`src/rtl/multicycle_ctrl.sv`:
```
// Multi-cycle FETCH/DECODE/EXEC/MEM/WB sequencer for the RV32I-subset core.
// Define CU_BUS_TIMEOUT_EN to enable the bus-response watchdog (TRAP with bus_error).
//
// state  | meaning
// -------+--------------------------------------------------------------
// IDLE   | waiting for RUN
// FETCH  | instruction read: start pulse, then wait for rdata_valid
// DECODE | classify held instruction, illegal -> TRAP
// EXEC   | drive ALU operand selects, latch alu_zero for branches
// MEM    | data access for LW/SW: start pulse, then wait for response
// WB     | register write-back and PC update
// TRAP   | sticky halt, only rst_n leaves it

module multicycle_ctrl #(
    parameter int XLEN           = 32,
    parameter int TIMEOUT_CYCLES = 16
) (
    input  logic            clk,
    input  logic            rst_n,
    input  logic            RUN,
    input  logic [31:0]     instruction,
    input  logic            alu_zero,
    input  logic            BUS_rdata_valid,
    input  logic            BUS_write_done,
    output logic [2:0]      reg_mux_CS,
    output logic [4:0]      reg_rd,
    output logic [4:0]      reg_rs1,
    output logic [4:0]      reg_rs2,
    output logic            reg_wen,
    output logic [1:0]      PC_CS,
    output logic            PC_EN,
    output logic [1:0]      ALU_mode,
    output logic [1:0]      ALU_CS1,
    output logic [1:0]      ALU_CS2,
    output logic            BUS_ADDR_CS,
    output logic            BUS_mode,
    output logic            BUS_start_transaction,
    output logic [XLEN-1:0] IM,
    output logic [2:0]      cur_state,
    output logic            trap,
    output logic            bus_error
);

    typedef enum logic [2:0] {
        S_IDLE   = 3'd0,
        S_FETCH  = 3'd1,
        S_DECODE = 3'd2,
        S_EXEC   = 3'd3,
        S_MEM    = 3'd4,
        S_WB     = 3'd5,
        S_TRAP   = 3'd6
    } state_t;

    typedef enum logic [3:0] {
        OP_NONE, OP_ADD, OP_SUB, OP_ADDI, OP_LUI,
        OP_LW, OP_SW, OP_JAL, OP_BEQ, OP_BNE
    } op_t;

    if (XLEN < 32 || TIMEOUT_CYCLES < 1) begin : g_bad_params
        $error("multicycle_ctrl: XLEN must be >= 32 and TIMEOUT_CYCLES >= 1");
    end

    state_t       state, state_n;
    logic [31:0]  ir;
    logic         ir_load;
    logic         zero_q;
    logic         first_q;
    op_t          op;
    logic signed [31:0] imm32;
    logic signed [31:0] i_imm, s_imm, b_imm, u_imm, j_imm;
    logic [6:0]   opcode;
    logic [2:0]   funct3;
    logic [6:0]   funct7;
    logic         alu_active;

    assign opcode = ir[6:0];
    assign funct3 = ir[14:12];
    assign funct7 = ir[31:25];

    assign i_imm = {{20{ir[31]}}, ir[31:20]};
    assign s_imm = {{20{ir[31]}}, ir[31:25], ir[11:7]};
    assign b_imm = {{19{ir[31]}}, ir[31], ir[7], ir[30:25], ir[11:8], 1'b0};
    assign u_imm = {ir[31:12], 12'b0};
    assign j_imm = {{11{ir[31]}}, ir[31], ir[19:12], ir[20], ir[30:21], 1'b0};

    always_comb begin
        op    = OP_NONE;
        imm32 = '0;
        case (opcode)
            7'b0110011: begin
                if (funct3 == 3'b000 && funct7 == 7'b0000000)      op = OP_ADD;
                else if (funct3 == 3'b000 && funct7 == 7'b0100000) op = OP_SUB;
            end
            7'b0010011: begin
                if (funct3 == 3'b000) begin
                    op    = OP_ADDI;
                    imm32 = i_imm;
                end
            end
            7'b0110111: begin
                op    = OP_LUI;
                imm32 = u_imm;
            end
            7'b0000011: begin
                if (funct3 == 3'b010) begin
                    op    = OP_LW;
                    imm32 = i_imm;
                end
            end
            7'b0100011: begin
                if (funct3 == 3'b010) begin
                    op    = OP_SW;
                    imm32 = s_imm;
                end
            end
            7'b1101111: begin
                op    = OP_JAL;
                imm32 = j_imm;
            end
            7'b1100011: begin
                if (funct3 == 3'b000) begin
                    op    = OP_BEQ;
                    imm32 = b_imm;
                end else if (funct3 == 3'b001) begin
                    op    = OP_BNE;
                    imm32 = b_imm;
                end
            end
            default: ;
        endcase
    end

    // Signed size cast: wider datapaths get the immediate sign-extended.
    assign IM        = XLEN'(imm32);
    assign reg_rd    = ir[11:7];
    assign reg_rs1   = ir[19:15];
    assign reg_rs2   = ir[24:20];
    assign cur_state = state;
    assign trap      = (state == S_TRAP);

`ifdef CU_BUS_TIMEOUT_EN
    localparam int CNT_W = (TIMEOUT_CYCLES > 1) ? $clog2(TIMEOUT_CYCLES) : 1;

    logic [CNT_W-1:0] to_cnt;
    logic             to_tc;
    logic             timeout_hit;
    logic             bus_error_q;

    // Loaded at the start pulse; reaches zero on the last cycle a response may arrive.
    assign to_tc = (to_cnt == '0);

    always_ff @(posedge clk or negedge rst_n) begin
        if (!rst_n) begin
            to_cnt <= '0;
        end else if (BUS_start_transaction) begin
            to_cnt <= CNT_W'(TIMEOUT_CYCLES - 1);
        end else if (to_cnt != '0) begin
            to_cnt <= to_cnt - 1'b1;
        end
    end

    always_ff @(posedge clk or negedge rst_n) begin
        if (!rst_n) begin
            bus_error_q <= 1'b0;
        end else if (timeout_hit) begin
            bus_error_q <= 1'b1;
        end
    end

    assign bus_error = bus_error_q;
`else
    assign bus_error = 1'b0;
`endif

    always_ff @(posedge clk or negedge rst_n) begin
        if (!rst_n) begin
            state   <= S_IDLE;
            ir      <= '0;
            zero_q  <= 1'b0;
            first_q <= 1'b0;
        end else begin
            state   <= state_n;
            first_q <= (state_n != state);
            if (ir_load) begin
                ir <= instruction;
            end
            if (state == S_EXEC && (op == OP_BEQ || op == OP_BNE)) begin
                zero_q <= alu_zero;
            end
        end
    end

    // A response in the start-pulse cycle belongs to no transaction and is ignored.
    always_comb begin
        state_n = state;
        ir_load = 1'b0;
`ifdef CU_BUS_TIMEOUT_EN
        timeout_hit = 1'b0;
`endif
        case (state)
            S_IDLE: begin
                if (RUN) state_n = S_FETCH;
            end
            S_FETCH: begin
                if (!first_q && BUS_rdata_valid) begin
                    ir_load = 1'b1;
                    state_n = S_DECODE;
                end
`ifdef CU_BUS_TIMEOUT_EN
                else if (!first_q && to_tc) begin
                    timeout_hit = 1'b1;
                    state_n     = S_TRAP;
                end
`endif
            end
            S_DECODE: begin
                state_n = (op == OP_NONE) ? S_TRAP : S_EXEC;
            end
            S_EXEC: begin
                state_n = (op == OP_LW || op == OP_SW) ? S_MEM : S_WB;
            end
            S_MEM: begin
                if (!first_q && ((op == OP_SW) ? BUS_write_done : BUS_rdata_valid)) begin
                    state_n = S_WB;
                end
`ifdef CU_BUS_TIMEOUT_EN
                else if (!first_q && to_tc) begin
                    timeout_hit = 1'b1;
                    state_n     = S_TRAP;
                end
`endif
            end
            S_WB: begin
                state_n = RUN ? S_FETCH : S_IDLE;
            end
            S_TRAP: begin
                state_n = S_TRAP;
            end
            default: begin
                state_n = S_IDLE;
            end
        endcase
    end

    // ALU selects stay valid from EXEC through WB so the address and result hold steady.
    assign alu_active = (state == S_EXEC) || (state == S_MEM) || (state == S_WB);

    always_comb begin
        reg_mux_CS            = 3'd0;
        reg_wen               = 1'b0;
        PC_CS                 = 2'd0;
        PC_EN                 = 1'b0;
        ALU_mode              = 2'd0;
        ALU_CS1               = 2'd0;
        ALU_CS2               = 2'd0;
        BUS_ADDR_CS           = 1'b0;
        BUS_mode              = 1'b0;
        BUS_start_transaction = 1'b0;

        if (alu_active) begin
            case (op)
                OP_SUB, OP_BEQ, OP_BNE:   ALU_mode = 2'd1;
                OP_ADDI, OP_LW, OP_SW:    ALU_CS2  = 2'd1;
                default: ;
            endcase
        end

        case (state)
            S_FETCH: begin
                BUS_start_transaction = first_q;
            end
            S_MEM: begin
                BUS_start_transaction = first_q;
                BUS_ADDR_CS           = 1'b1;
                BUS_mode              = (op == OP_SW);
            end
            S_WB: begin
                PC_EN = 1'b1;
                case (op)
                    OP_ADD, OP_SUB, OP_ADDI: begin
                        reg_wen    = 1'b1;
                        reg_mux_CS = 3'd0;
                    end
                    OP_LUI: begin
                        reg_wen    = 1'b1;
                        reg_mux_CS = 3'd2;
                    end
                    OP_LW: begin
                        reg_wen    = 1'b1;
                        reg_mux_CS = 3'd1;
                    end
                    OP_JAL: begin
                        reg_wen    = 1'b1;
                        reg_mux_CS = 3'd3;
                        PC_CS      = 2'd1;
                    end
                    OP_BEQ:  PC_CS = {1'b0, zero_q};
                    OP_BNE:  PC_CS = {1'b0, ~zero_q};
                    default: ;
                endcase
            end
            default: ;
        endcase
    end

endmodule

```
`config.mk`:
```
export PLATFORM = sky130hd
export DESIGN_NAME = multicycle_ctrl
export DESIGN_NICKNAME = d
export VERILOG_FILES = /design/src/rtl/multicycle_ctrl.sv
export SDC_FILE = /design/constraint.sdc
export NUM_CORES = 1
export LEC_CHECK = 0
export ABC_AREA = 1
export CORE_MARGIN = 2
export CORE_UTILIZATION = 46
export CTS_CLUSTER_SIZE = 8
export DETAILED_ROUTE_END_ITERATION = 16
export HOLD_SLACK_MARGIN = 0.15
export MAX_ROUTING_LAYER = met4
export PLACE_DENSITY = 0.86
export SLEW_MARGIN = 5
export SYNTH_ARGS = -nofsm -noshare
export SYNTH_HDL_FRONTEND = slang
export SYNTH_SLANG_ARGS = --single-unit
export TNS_END_PERCENT = 30
```
`constraint.sdc`:
```
create_clock -name clk -period 3.1 [get_ports clk]
set_input_delay 0.465 -clock clk [delete_from_list [all_inputs] [get_ports clk]]
set_output_delay 0.465 -clock clk [all_outputs]
set_load 0.1 [all_outputs]
```
# Yosys cells after proc, flatten, opt, wreduce, memory -nomap -nowiden
# Cells that the tools add are included.
[totals] reg_bits=37 word_cells=87
[op_classes] n_eq_ne=26 n_mux=38 n_bitwise=1 reduce_logical=18
[op_table] operator="case mux 32 bit (6 select lines)" n=1
[op_table] operator="two-way mux 32 bit" n=5
[op_table] operator="equality test 7 x 6 -> 1 bit, second input constant" n=4
[op_table] operator="case mux 4 bit (7 select lines)" n=1
[op_table] operator="case mux 3 bit (7 select lines)" n=1
[op_table] operator="two-way mux 3 bit" n=6
[op_table] operator="equality test 4 x 3 -> 1 bit, second input constant" n=4
[op_table] operator="two-way mux 1 bit" n=16
[op_table] operator="equality test 7 bit, second input constant" n=2
[op_table] operator="equality test 3 x 2 -> 1 bit, second input constant" n=3
[op_table] operator="equality test 3 bit, second input constant" n=3
[op_table] operator="equality test 4 x 2 -> 1 bit, second input constant" n=2
[op_table] operator="equality test 4 bit, second input constant" n=2
[op_table] operator="two-way mux 2 bit" n=4
[op_table] operator="two-way mux 4 bit" n=2
[op_table] operator="equality test 7 x 2 -> 1 bit, second input constant" n=1
[op_table] operator="equality test 7 x 5 -> 1 bit, second input constant" n=1
[op_table] operator="logical NOT 7 bit" n=1
[op_table] operator="equality test 3 x 1 -> 1 bit, second input constant" n=2
[op_table] operator="logical NOT 3 bit" n=2
[op_table] operator="case mux 2 bit (3 select lines)" n=1
[op_table] operator="OR reduction 3 bit" n=2
[op_table] operator="OR reduction 6 bit" n=1
[op_table] operator="logical AND 1 bit" n=5
[op_table] operator="8 further kinds" n=11

# Longest topological paths before layout
[logic_depth] word_depth=11 ltp_mapped=12 mapped_depth_nobuf=12

# Worst setup path before layout
# No wires, ideal clock.
[synth_path] path_type="reg2out" from="register state[0] (netlist: cur_state[0])" to="output port reg_mux_CS[1]" arrival_time_ps=4451 required_ps=2635 setup_slack_ps=-1816 path_stages_with_launch=6 cell_sequence="dfrtp_1 -> inv_1 -> nor3_2 -> nand2_1 -> o21bai_1 -> a21oi_1"
[synth_between] elab_chain_cells=2
[synth_rtl] item="start, declared" line_no="63" rtl="state_t state, state_n;"
[synth_rtl] item="start signal, assigned" line_no="182" rtl="state <= state_n;"
[synth_rtl] item="equality test 3 bit" line_no="268" rtl="case (state)"
[synth_rtl] item="two-way mux 2 bit" line_no="268"
[synth_rtl] item="end, declared" line_no="25" rtl="output logic [2:0] reg_mux_CS,"
# No other way between the ends.

# Worst setup path in the final report
[layout_path] from="register ir[4]" to="output port IM[31]"
[layout_between] elab_chain_cells=2 word_cells_on_any_way=7 classes_between="eq/ne (6); mux (1)"
[layout_rtl] item="start, declared" line_no="64" rtl="logic [31:0] ir;"
[layout_rtl] item="start signal, assigned" line_no="185" rtl="ir <= instruction;"
[layout_rtl] item="equality test 7 bit (tied with other cells)" line_no="89" rtl="case (opcode)"
[layout_rtl] item="case mux 32 bit (6 select lines) *" line_no="89"
[layout_rtl] item="end, declared" line_no="38" rtl="output logic [XLEN-1:0] IM,"
# Mark *: on every way between the ends. The rest lies on a longest branch, timed or not.

==> impl_metrics.env <==
export IMPL_status="finished clean"
export IMPL_grt_remaining_overflow=0
export IMPL_required_ns=2.63
export IMPL_post_cts_buffers=0
export IMPL_maxSlewViolCount=0
export IMPL_layout_drive_gt1_share_pct=30.8
export IMPL_gp_congestion=0.865
export IMPL_vias_per_cell=4.94
export IMPL_worst_slew_pin_slew_ns=0.833
export IMPL_setup_viol=0
export IMPL_fin_crit_ns=2.90
export IMPL_arrival_ns=2.43
export IMPL_vias=2324
export IMPL_fin_crit_sh_pct=93.4
export IMPL_grt_pass1_vias=2320
export IMPL_avgSynthCellArea_um2=7.53
export IMPL_hold_buffers=0
export IMPL_synth_simple_gate_area_share_pct=27.5
export IMPL_skew_ns=0.00459
export IMPL_swShare_pct=59.0
export IMPL_ir_drop_mv=0.965
export IMPL_cts_buffer_depth=2
export IMPL_antenna_found_initial=0
export IMPL_portBuffers=98
export IMPL_drt_pre_antenna_iters=4
export IMPL_worstSetupEndpointType="output pin"
export IMPL_initial_core_util_pct=47.2
export IMPL_r2r_end="first_q$_DFF_PN0_"
export IMPL_setup_tns_ns=0
export IMPL_maxSlewHeadroom_pct=44.5
export IMPL_hold_viol_final=0
export IMPL_seq_power_share_pct=25.2
export IMPL_r2r_cells=10
export IMPL_cp_start_kind="flip-flop"
export IMPL_cts_tree="built"
export IMPL_reg2reg_from="ir[14]$_DFFE_PN0P_"
export IMPL_worst_path_max_fanout=12
export IMPL_max_cap_violations=0
export IMPL_cp_endpoint="IM[31]"
export IMPL_pwr_density_cell_nw_per_um2=1060
export IMPL_mappedNetlistArea_um2=2380
export IMPL_wl_per_cell_um=13.1
export IMPL_htreeDepth=2
export IMPL_instances_no_fill=470
export IMPL_antenna_cells=0
export IMPL_synth_adder_area_share_pct=0
export IMPL_wl_um=6150
export IMPL_synth_distinct_cells=30
export IMPL_numClockSinks=37
export IMPL_clk_latency_ns=0.29
export IMPL_num_fill_cells=402
export IMPL_synth_area_mux_share_pct=5.68
export IMPL_die_area_um2=5770
export IMPL_max_freq_mhz=345
export IMPL_cp_startpoint="ir[4]$_DFFE_PN0P_"
export IMPL_path_class="reg2out"
export IMPL_drc=0
export IMPL_grt_max_degree=54
export IMPL_share_comb_of_total_power_pct=62.4
export IMPL_die_width_um=75.9
export IMPL_core_area_um2=5040
export IMPL_seq_area_frac_synth_pct=38.9
export IMPL_place_area_um2=3230
export IMPL_synth_compound_area_share_pct=13.2
export IMPL_yosys_area_share_xor_xnor_pct=0
export IMPL_drt_iter0_drc=150
export IMPL_num_rows=26
export IMPL_p_sw_mw=2.09
export IMPL_grt_pass1_wl_um=10400
export IMPL_fin_area_um2=3350
export IMPL_cts_buffers=5
export IMPL_cp_slowest_cell="nor2_1"
export IMPL_nets=437
export IMPL_die_h_um=75.9
export IMPL_rsz0062_at_grt="no"
export IMPL_ios=106
export IMPL_dpl_cell_count=462
export IMPL_clkPwrFrac_pct=12.4
export IMPL_intPower_mw=1.45
export IMPL_clk_pin_slew_ns=0.07
export IMPL_drtAntennaViolNets=0
export IMPL_p_leak_nw=1.68
export IMPL_yosysWarnings=0
export IMPL_area_delta_synth_final_pct=40.8
export IMPL_grtUsageTotal_pct=22.6
export IMPL_syn_inst=316
export IMPL_min_path_type="in2async"
export IMPL_cts_resized=0
export IMPL_synth_seq_cells=37
export IMPL_synth_top_family_by_area="simple AND/OR/NAND/NOR gates"
export IMPL_cts_root_buf="clkbuf_8"
export IMPL_dp_hpwl_um=4650
export IMPL_slowest_delay_ns=0.55
export IMPL_r2r_setup_slack_ns=1.43
export IMPL_worstPathCellList="inv_1 -> nand2_1 -> nor2_2 -> o21ai_4 -> a31oi_1 -> nor2_1 -> o21ai_0 -> buf_4"
[cell type report]
class	instances	area [um2]	share of cell area (%)
Multi-Input combinational cell	216	1200	35.9
Sequential cell	37	935	27.9
Timing Repair Buffer	99	856	25.5
Inverter	40	150	4.48
Tap cell	70	87.6	2.61
Clock buffer	6	82.6	2.46
Clock inverter	2	37.5	1.12
[layout by cell type (no fill, tap or decap), types with 2 or more instances in the layout]
cell             count
buf_4               60
nor2_1              55
nand2_1             49
clkdlybuf4s50_1     36
inv_1               34
dfrtp_1             34
a21oi_1             23
o21ai_0             19
mux2_2              12
nand3_1              9
conb_1               7
inv_2                6
nor2_2               6
nand3_2              6
clkbuf_8             6
nand2_2              4
nor2_4               4
o21ai_1              3
a21oi_4              3
nor3_2               2
o21ai_4              2
dfrtp_4              2
buf_12               2
[power by group through the flow]
stage	registers (mW)	clock network [mW]	logic, mW
2_1_floorplan	0.959	0	1.83
4_1_cts	0.894	0.445	2.22
3_5_place_dp	0.900	0	2.21
5_1_grt	0.927	0.470	2.33
3_3_place_gp	0.885	0	2.18
6_report	0.894	0.439	2.21
[through the flow]
stage                     hold slack (ns)  setup WS [ns]  util [%]  power [mW]
after floorplan                     0.169         -0.538         -        2.79
after global placement              0.487          0.634      64.1        3.07
after detailed placement            0.494          0.571      64.1        3.11
after CTS                           0.295          0.249      66.5        3.56
after global routing                0.319         0.0676      66.5        3.72
final                               0.269          0.205      66.5        3.54
[per-layer routing]
layer / track usage, % / share of wire, % / vias to the layer above
met5: - / 0 / -
met4: 6.36 / 1.2 / 0
met3: 5.24 / 8.2 / 9
met2: 38.0 / 49 / 94
met1: 27.3 / 41 / 1082
li1: - / - / 1139
[Yosys cell counts]
master,number,area share (%)
a21boi_0,1,0.32
a21oi_1,26,5.5
a221oi_1,1,0.37
a31oi_1,2,0.53
and2_1,1,0.26
buf_2,4,0.84
buf_4,22,6.9
clkbuf_1,3,0.47
conb_1,1,0.16
dfrtp_1,37,39
inv_1,34,5.4
inv_2,6,0.95
mux2_2,12,5.7
nand2_1,49,7.7
nand2_2,4,1.1
nand3_1,9,1.9
nand3_2,6,2.5
nand4_1,1,0.26
nand4_2,1,0.53
nor2_1,56,8.8
nor2_2,6,1.6
nor2_4,3,1.4
nor3_1,1,0.21
nor3_2,3,1.3
o211ai_1,1,0.32
o21ai_0,19,4.0
o21ai_1,4,0.84
o21ai_2,1,0.37
o21ai_4,1,0.68
o21bai_1,1,0.32
[sequential cells by signal (all words and copies together) (netlist names)]
| signal | cells |
|---|---|
| cur_state | 3 |
| first_q | 1 |
| ir | 32 |
| zero_q | 1 |
[logic make-up after synthesis]
logic type | count (synthesis)
buffers and inverters | 69
multiplexers | 12
AND/OR/NAND/NOR | 140
other | 1
AO/OA/AOI/OAI | 57
flip-flops | 37
[worst max-delay path, delay by kind of cell (launching register included)]
kind / cells / cell delay [ns]
AO/OA/AOI/OAI: 3 / 0.66
buffers and inverters: 2 / 0.40
flip-flops: 1 / 0.37
AND/OR/NAND/NOR: 3 / 0.71
[worst min path at each step]
stage / startpoint / end / slack (ns) / depth (start not counted)
finish: rst_n / ir[18]$_DFFE_PN0P_ / 0.27 / 1
global route: rst_n / ir[18]$_DFFE_PN0P_ / 0.32 / 1
CTS: rst_n / ir[18]$_DFFE_PN0P_ / 0.30 / 1
detailed placement: ir[1]$_DFFE_PN0P_ / ir[1]$_DFFE_PN0P_ / 0.49 / 1
global placement: ir[0]$_DFFE_PN0P_ / ir[0]$_DFFE_PN0P_ / 0.49 / 1
floorplan: rst_n / cur_state[1]$_DFF_PN0_ / 0.17 / 0
(Power assumes the default switching activity.)
